`config.mk`:
```
export PLATFORM = sky130hd
export DESIGN_NAME = eth_rx_filter_flat
export DESIGN_NICKNAME = d
export VERILOG_FILES = /design/src/rtl/eth_rx_filter_if.sv /design/src/rtl/eth_rx_filter.sv /design/src/flat_wrapper.sv
export SDC_FILE = /design/constraint.sdc
export NUM_CORES = 1
export LEC_CHECK = 0
export ABC_AREA = 0
export BUFFER_PORTS_ARGS = -buffer_cell sky130_fd_sc_hd__buf_2
export CORE_MARGIN = 10
export CORE_UTILIZATION = 62
export DETAILED_ROUTE_END_ITERATION = 10
export HOLD_SLACK_MARGIN = 0.08
export PLACE_DENSITY = 0.86
export SLEW_MARGIN = 20
export SYNTH_ARGS = -nofsm -noshare
export SYNTH_HDL_FRONTEND = slang
export SYNTH_SLANG_ARGS = --single-unit
```
`constraint.sdc`:
```
create_clock -name clk -period 4.4 [get_ports clk]
set_input_delay 0.22 -clock clk [delete_from_list [all_inputs] [get_ports clk]]
set_output_delay 0.22 -clock clk [all_outputs]
set_load 0.03 [all_outputs]
```
`src/rtl/eth_rx_filter_if.sv`:
```
// Receive byte stream and FIFO write port for the Ethernet ingress filter.
interface eth_rx_filter_if;
  logic       rx_valid;
  logic [7:0] rx_data;
  logic       rx_sof;
  logic       rx_eof;
  logic       fifo_full;
  logic       fifo_write;
  logic [7:0] fifo_data;
  logic       frame_done;

  modport master (
    output rx_valid, rx_data, rx_sof, rx_eof, fifo_full,
    input  fifo_write, fifo_data, frame_done
  );

  modport slave (
    input  rx_valid, rx_data, rx_sof, rx_eof, fifo_full,
    output fifo_write, fifo_data, frame_done
  );
endinterface

```
`src/rtl/eth_rx_filter.sv`:
```
// Ethernet ingress filter: destination MAC check, header strip, FIFO write with
// full handling, runt/oversize/overflow drop and saturating frame statistics.
module eth_rx_filter #(
  parameter logic [47:0] LOCAL_MAC    = 48'h02_00_00_00_00_01,
  parameter bit          ACCEPT_BCAST = 1'b1,
  parameter int unsigned MAX_LEN      = 1518,
  parameter int unsigned CNT_W        = 16
) (
  input  logic             clk,
  input  logic             rst,
  eth_rx_filter_if.slave   bus,
  output logic [CNT_W-1:0] cnt_accept,
  output logic [CNT_W-1:0] cnt_drop,
  output logic [CNT_W-1:0] cnt_ovf
);

  localparam int unsigned LEN_W   = $clog2(MAX_LEN + 2);
  localparam int unsigned HDR_LEN = 6;

  typedef enum logic [1:0] {IDLE, HDR, FWD, DROP} state_t;

  state_t           state;
  logic [LEN_W-1:0] byte_cnt;
  logic             match_local;
  logic             match_bcast;

  logic [LEN_W-1:0] byte_num_c;
  logic [7:0]       mac_byte_c;
  logic             local_ok_c;
  logic             bcast_ok_c;
  logic             accept_c;
  logic             oversize_c;
  logic [1:0]       sof_drop_c;

  function automatic logic [CNT_W-1:0] sat_add(input logic [CNT_W-1:0] cnt,
                                               input logic [1:0]       inc);
    logic [CNT_W:0] sum;
    sum = {1'b0, cnt} + {{(CNT_W-1){1'b0}}, inc};
    return sum[CNT_W] ? '1 : sum[CNT_W-1:0];
  endfunction

  // Position of the incoming byte in its frame and the running header match.
  always_comb begin
    byte_num_c = bus.rx_sof ? LEN_W'(1) : byte_cnt + LEN_W'(1);
    mac_byte_c = 8'h00;
    for (int unsigned k = 1; k <= HDR_LEN; k++) begin
      if (byte_num_c == LEN_W'(k)) mac_byte_c = LOCAL_MAC[8*(HDR_LEN-k) +: 8];
    end
    local_ok_c = (bus.rx_sof | match_local) & (bus.rx_data == mac_byte_c);
    bcast_ok_c = (bus.rx_sof | match_bcast) & (bus.rx_data == 8'hFF);
    accept_c   = local_ok_c | (bcast_ok_c & ACCEPT_BCAST);
    oversize_c = byte_num_c > LEN_W'(MAX_LEN);
    // An sof can end a live frame and be a 1-byte runt at once: two drops.
    sof_drop_c = {1'b0, (state == HDR) || (state == FWD)} + {1'b0, bus.rx_eof};
  end

  always_ff @(posedge clk or posedge rst) begin
    if (rst) begin
      state          <= IDLE;
      byte_cnt       <= '0;
      match_local    <= 1'b1;
      match_bcast    <= 1'b1;
      bus.fifo_write <= 1'b0;
      bus.fifo_data  <= 8'h00;
      bus.frame_done <= 1'b0;
      cnt_accept     <= '0;
      cnt_drop       <= '0;
      cnt_ovf        <= '0;
    end else begin
      bus.fifo_write <= 1'b0;
      bus.frame_done <= 1'b0;
      if (bus.rx_valid) begin
        if (bus.rx_sof) begin
          cnt_drop    <= sat_add(cnt_drop, sof_drop_c);
          byte_cnt    <= LEN_W'(1);
          match_local <= local_ok_c;
          match_bcast <= bcast_ok_c;
          state       <= bus.rx_eof ? IDLE : HDR;
        end else begin
          case (state)
            HDR: begin
              byte_cnt    <= byte_num_c;
              match_local <= local_ok_c;
              match_bcast <= bcast_ok_c;
              if (oversize_c || bus.rx_eof) begin
                cnt_drop <= sat_add(cnt_drop, 2'd1);
                state    <= bus.rx_eof ? IDLE : DROP;
              end else if (byte_num_c == LEN_W'(HDR_LEN)) begin
                if (accept_c) begin
                  state <= FWD;
                end else begin
                  cnt_drop <= sat_add(cnt_drop, 2'd1);
                  state    <= DROP;
                end
              end
            end
            FWD: begin
              if (oversize_c) begin
                cnt_drop <= sat_add(cnt_drop, 2'd1);
                state    <= bus.rx_eof ? IDLE : DROP;
              end else if (bus.fifo_full) begin
                cnt_ovf <= sat_add(cnt_ovf, 2'd1);
                state   <= bus.rx_eof ? IDLE : DROP;
              end else begin
                bus.fifo_write <= 1'b1;
                bus.fifo_data  <= bus.rx_data;
                byte_cnt       <= byte_num_c;
                if (bus.rx_eof) begin
                  cnt_accept     <= sat_add(cnt_accept, 2'd1);
                  bus.frame_done <= 1'b1;
                  state          <= IDLE;
                end
              end
            end
            DROP: begin
              if (bus.rx_eof) state <= IDLE;
            end
            default: ;
          endcase
        end
      end
    end
  end

endmodule
```
`src/flat_wrapper.sv`:
```
// flat-port wrapper written by rule: the top's interface ports become plain ports
module eth_rx_filter_flat 
#(
  parameter logic [47:0] LOCAL_MAC    = 48'h02_00_00_00_00_01,
  parameter bit          ACCEPT_BCAST = 1'b1,
  parameter int unsigned MAX_LEN      = 1518,
  parameter int unsigned CNT_W        = 16
)
  (clk, rst, cnt_accept, cnt_drop, cnt_ovf, bus_rx_valid, bus_rx_data, bus_rx_sof, bus_rx_eof, bus_fifo_full, bus_fifo_write, bus_fifo_data, bus_frame_done);
  eth_rx_filter_if bus_i ();
  input  logic clk;
  input  logic rst;
  output logic [CNT_W-1:0] cnt_accept;
  output logic [CNT_W-1:0] cnt_drop;
  output logic [CNT_W-1:0] cnt_ovf;
  input wire logic [$bits(bus_i.rx_valid)-1:0] bus_rx_valid;
  input wire logic [$bits(bus_i.rx_data)-1:0] bus_rx_data;
  input wire logic [$bits(bus_i.rx_sof)-1:0] bus_rx_sof;
  input wire logic [$bits(bus_i.rx_eof)-1:0] bus_rx_eof;
  input wire logic [$bits(bus_i.fifo_full)-1:0] bus_fifo_full;
  output wire logic [$bits(bus_i.fifo_write)-1:0] bus_fifo_write;
  output wire logic [$bits(bus_i.fifo_data)-1:0] bus_fifo_data;
  output wire logic [$bits(bus_i.frame_done)-1:0] bus_frame_done;
  assign bus_i.rx_valid = bus_rx_valid;
  assign bus_i.rx_data = bus_rx_data;
  assign bus_i.rx_sof = bus_rx_sof;
  assign bus_i.rx_eof = bus_rx_eof;
  assign bus_i.fifo_full = bus_fifo_full;
  assign bus_fifo_write = bus_i.fifo_write;
  assign bus_fifo_data = bus_i.fifo_data;
  assign bus_frame_done = bus_i.frame_done;
  eth_rx_filter #(.LOCAL_MAC(LOCAL_MAC), .ACCEPT_BCAST(ACCEPT_BCAST), .MAX_LEN(MAX_LEN), .CNT_W(CNT_W)) u_core (.clk(clk), .rst(rst), .bus(bus_i), .cnt_accept(cnt_accept), .cnt_drop(cnt_drop), .cnt_ovf(cnt_ovf));
endmodule
```
=== Word level (Yosys, flattened, before mapping) ===
Cells that the tools add are included.
W data, S select, Z words.

* Reduce and logical (&&, ||, !) cells: 12
* Eq/ne operators: 16
* $add $sub $neg: 6
* Order comparisons: 1
* Bitwise gates (word level): 8
* Muxes and demuxes: 46

{| class="wikitable"
|+ Operators by type and width
! operator !! count
|-
| $mux W16 || 9
|-
| $add A16 B1 Y17 const B || 3
|-
| $mux W11 || 4
|-
| $mux W8 || 5
|-
| $eq A11 B3 Y1 const B || 3
|-
| $pmux W16 S2 || 1
|-
| $eq A11 B2 Y1 const B || 2
|-
| $pmux W11 S2 || 1
|-
| $add A16 B2 Y17 || 1
|-
| $mux W1 || 17
|-
| $mux W2 || 8
|-
| $reduce_and A5 Y1 || 3
|-
| $add A11 B1 Y11 const B || 1
|-
| $eq A11 B1 Y1 const B || 1
|-
| $gt A11 B11 Y1 const B || 1
|-
| $eq A8 B8 Y1 || 1
|-
| $eq A8 B8 Y1 const B || 1
|-
| $ne A3 B3 Y1 const B || 2
|-
| $pmux W2 S3 || 1
|-
| $reduce_and A6 Y1 || 1
|-
| $eq A2 B2 Y1 const B || 2
|-
| $ne A4 B3 Y1 const B || 1
|-
| $ne A4 B4 Y1 const B || 1
|-
| $reduce_and A4 Y1 || 1
|-
| 12 further kinds || 18
|}

* Word-level logic and storage cells: 99
* Flip-flop bits (word level): 73
* Bits of input ports: 14
* Output and inout bits: 58

=== Longest topological paths before layout ===
* Depth after elaboration: 17
* Depth in mapped cells: 12
* Mapped depth without buffers: 10

=== Least setup slack after synthesis ===
No wires, ideal clock.

* Path kind: reg-to-reg
* Start: register u_core.byte_cnt[1]
* End: register u_core.cnt_drop[12]
* Setup slack: 1.416 ns
* Stages on the path, launching flop included: 11
* Clock period less this slack: 2.984 ns
* Buffers on the path: 2
* Data required time: 4.272 ns
* Setup time: 0.128 ns
* Arrival: 2.856 ns
* Cells stage by stage: dfrtp_1 -> ha_1 -> buf_6 -> nand4_1 -> o21ai_0 -> a2111oi_4 -> o21ai_1 -> or4_1 -> buf_6 -> a2111oi_4 -> mux2_1

* Cells in the longest elaborated chain, start to end: 14
* Elaborated cells on any way between the ends: 26
* Classes of those cells: 1 x add/sub; 1 x order compare; 10 x eq/ne; 10 x mux; 2 x bitwise; 2 x reduce/logical

{| class="wikitable"
|+ Ends and longest elaborated chain
! what !! line !! RTL
|-
| from (decl) || eth_rx_filter.sv:23 || <nowiki>logic [LEN_W-1:0] byte_cnt;</nowiki>
|-
| from (signal assigned) || eth_rx_filter.sv:82 || <nowiki>byte_cnt <= byte_num_c;</nowiki>
|-
| from (signal assigned) || eth_rx_filter.sv:107 || <nowiki>byte_cnt <= byte_num_c;</nowiki>
|-
| $add A11 B1 Y11 * || eth_rx_filter.sv:44 || <nowiki>byte_num_c = bus.rx_sof ? LEN_W'(1) : byte_cnt + LEN_W'(1);</nowiki>
|-
| $mux W11 * || eth_rx_filter.sv:44 ||
|-
| $eq A11 B1 Y1 || eth_rx_filter.sv:47 || <nowiki>if (byte_num_c == LEN_W'(k)) mac_byte_c = LOCAL_MAC[8*(HDR_LEN-k) +: 8];</nowiki>
|-
| $mux W2 || eth_rx_filter.sv:47 ||
|-
| $mux W8 (5 in a row) || eth_rx_filter.sv:47 ||
|-
| $eq A8 B8 Y1 || eth_rx_filter.sv:49 || <nowiki>local_ok_c = (bus.rx_sof | match_local) & (bus.rx_data == mac_byte_c);</nowiki>
|-
| $and A1 B1 Y1 || eth_rx_filter.sv:49 ||
|-
| $or A1 B1 Y1 || eth_rx_filter.sv:51 || <nowiki>accept_c = local_ok_c | (bcast_ok_c & ACCEPT_BCAST);</nowiki>
|-
| $ne A4 B4 Y1 (no source line) || - ||
|-
| $reduce_and A5 Y1 (no source line) || - ||
|-
| to (signal assigned) || eth_rx_filter.sv:74 || <nowiki>cnt_drop <= sat_add(cnt_drop, sof_drop_c);</nowiki>
|-
| to (signal assigned) || eth_rx_filter.sv:86 || <nowiki>cnt_drop <= sat_add(cnt_drop, 2'd1);</nowiki>
|-
| to (signal assigned) || eth_rx_filter.sv:92 || <nowiki>cnt_drop <= sat_add(cnt_drop, 2'd1);</nowiki>
|-
| to (decl) || eth_rx_filter.sv:13 || <nowiki>output logic [CNT_W-1:0] cnt_drop,</nowiki>
|}

Every way passes the cells marked *; elsewhere a longest branch is shown, timed or not.
A chain may end at the register's enable or synchronous reset.

=== Final worst setup path ===
* Start: register u_core.byte_cnt[0]
* End: register u_core.byte_cnt[7]

* Cells in the longest elaborated chain, start to end: 6
* Elaborated cells on any way between the ends: 9
* Classes of those cells: 1 x add/sub; 1 x order compare; 1 x eq/ne; 5 x mux; 1 x reduce/logical

{| class="wikitable"
|+ Ends and longest elaborated chain
! what !! line
|-
| $add A11 B1 Y11 * || eth_rx_filter.sv:44
|-
| $mux W11 * || eth_rx_filter.sv:44
|-
| parallel branches: the longest is 4 deep, another holds $gt A11 B11 Y1 || -
|}

Mark *: on every way between the ends. The select of a mux whose other input is x is not followed.

==> impl_metrics.ini <==
[flow_run]
drv_cap = 0

[timing]
grt_setup_unrepaired = false
tightest_slew_ns = 1.05
skew_ns = 0.0129
hold_viol = 0
fmax_ghz = 0.263
finalSetupTns_ns = 0
finalSetupViolations = 0
slew_viol_final = 0
slew_headroom_pct = 28.0
min_period_over_period_pct = 86.4
period_needed_ns = 3.80
timing.hold.ws_ns = 0.127

[pwr]
powerDensity_nw_per_um2 = 446
vdd_drop_max_mv = 0.444
p_leak_nw = 2.36
power_w = 0.00237

[routing]
num_vias = 4244
dr.pass1.iters = 5
routed_wl_mm = 11.7
drcViolationCount = 0
wl_per_cell_um = 17.5
first_iter_violations = 319
final_antenna_net_count = 0
vias_per_cell = 6.37

[setup_path]
r2r_end = u_core.byte_cnt[7]$_DFFE_PP0P_
cp.arrival_ns = 4.04
r2r-start = u_core.byte_cnt[0]$_DFFE_PP0P_
crit_type = reg -> reg
startpoint_type = flip-flop
end_kind = flip-flop
rr_worst_depth = 8
path_max_fanout = 21
r2r_slack_ns = 0.60
cp.required_ns = 4.64

[clocking]
cts.sinks = 73
tritoncts = built
clock_path_buffers = 2
postCtsSetupBuffers = 0
root_buffer = clkbuf_8
cts_hold_buf = 1
clkLatencyLatePin_ns = 0.36
clk_pin_slew_ns = 0.09
htree_levels = 3
cts_resized = 0
cts_buffers = 9

[synth]
synth_commonest_cells = dfrtp_1, nand2_1, o21ai_0
ys.flop_type = dfrtp_1
synth_area_leaders = dfrtp_1, mux2_2, nand2_1, o21ai_0, a2111oi_4
yosysTopAreaCellShare_pct = 37.9
synth_nets = 526
synth_seq_cells = 73
synth.avg_cell_area_um2 = 9.33
yosysUniqueCellTypes = 62
syn_inst = 503
ys_warn_count = 0
ys_seq_area_share_pct = 39.0
synth.most_common_cell = dfrtp_1
post-synth-top-area-cell = dfrtp_1
ys_async_sr_fraction_pct = 100
netlist_area_um2 = 4690
synth_edf_count = 0

[grt]
grt_pass1_wl_mm = 19.4
antenna_found_initial = 0
grt_usage_pct = 20.3
grt_start_max_net_pins = 38
grt_pass1_vias = 4007
overflow = 0

[floorplanning]
die_w_um = 107
io_pins = 72
die_area_um2 = 11400
core-area_um2 = 7290
initial_core_util_pct = 64.3
fp.dieH_um = 107
rows = 31

[finish]
area_growth_syn_to_layout_pct = 13.0
final_area_um2 = 5300
antennaDiodeCount = 0
fin_nets = 585
layout.cells.non_filler = 666
drive_above_1_share_pct = 22.8

[outcome]
outcome = finished, final reports clean

[hold_path]
min_to = u_core.bus.fifo_data[4]$_DFFE_PP0P_
hp-class = in -> reg
hp-start = bus_rx_data[4]
worstHoldPathCells = 2

[placed_design]
place_area_um2 = 5050
io_buffers = 71
dp.cells = 649
hpwl_mm = 8.49
routabilityCongestion = 0.905
worst max-delay path, cell delays in order, from the launching register on:
cell and delay [ns]:
dfrtp_1 0.52, ha_1 0.45, nand4_1 0.22, nor3_1 0.37, mux2_2 0.55, and4_1 0.25, o41a_1 0.50, nand2b_1 0.41
o41ai_1 0.42
cells by family after synthesis:
family	after synthesis	synth area share [%]
adder cells (fa/ha/maj)	9	2.56
AND/OR/NAND/NOR	191	21.4
multiplexers	27	6.40
XOR/XNOR	16	2.99
AO/OA/AOI/OAI	143	23.1
flip-flops	73	39.0
buffers and inverters	44	4.56
flip-flops by register name, indices dropped and copies added, names as in the netlist, 2 cells and up:
register and count:
u_core.state 2, u_core.cnt_drop 16, u_core.cnt_ovf 16, u_core.byte_cnt 11, u_core.bus.fifo_data 8, u_core.cnt_accept 16
how the worst max path moves through the flow:
stage          depth (start not counted)  slack (ns)                            from                         endpoint
6_report                               8        0.60  u_core.byte_cnt[0]$_DFFE_PP0P_   u_core.byte_cnt[7]$_DFFE_PP0P_
5_1_grt                                8        0.35  u_core.byte_cnt[0]$_DFFE_PP0P_   u_core.byte_cnt[7]$_DFFE_PP0P_
4_1_cts                                8        0.57  u_core.byte_cnt[0]$_DFFE_PP0P_   u_core.byte_cnt[7]$_DFFE_PP0P_
3_5_place_dp                           8        0.67  u_core.byte_cnt[0]$_DFFE_PP0P_   u_core.byte_cnt[7]$_DFFE_PP0P_
3_3_place_gp                           8        0.81  u_core.byte_cnt[0]$_DFFE_PP0P_   u_core.byte_cnt[1]$_DFFE_PP0P_
2_1_floorplan                         10        1.42  u_core.byte_cnt[1]$_DFFE_PP0P_  u_core.cnt_drop[12]$_DFFE_PP0P_
layout by cell type (no fill, tap or decap), types with 16 or more instances in the layout:
master / instances
o21ai_0: 34
nand3_1: 26
dfrtp_1: 71
nand2_1: 59
buf_2: 71
nor2_1: 22
a21oi_1: 22
and3_1: 18
inv_1: 16
mux2_2: 21
layout make-up:
class,count,area [µm²]
multi-input cells,386,2660
fillers,560,1990
well taps,99,124
inverters,17,63.8
clock buffers,10,128
repair buffers,75,388
flip-flops and latches,73,1830
clock inverters,6,114
metal layers:
layer | GRT usage (%) | up-vias | routed length, µm
met4 | 6.29 | 0 | 139
met5 | 0 | - | 0
met2 | 32.0 | 148 | 5530
met3 | 5.63 | 15 | 894
li1 | - | 2027 | -
met1 | 26.6 | 2054 | 5110
per-stage QoR:
| stage | worst slack (ns) | util, % |
|---|---|---|
| floorplan | 1.42 | - |
| global placement | 0.811 | 69.3 |
| detailed placement | 0.665 | 69.3 |
| CTS | 0.570 | 72.7 |
| global route | 0.351 | 72.7 |
| finish | 0.600 | 72.7 |
power by group:
part / switching (W) / leakage (nW) / internal [W]
registers: 0.000137 / 0.969 / 0.000784
clock network: 0.000265 / 0.113 / 0.000379
logic: 0.000521 / 1.28 / 0.000280
total: 0.000923 / 2.36 / 0.00144
(Power assumes the default switching activity.)
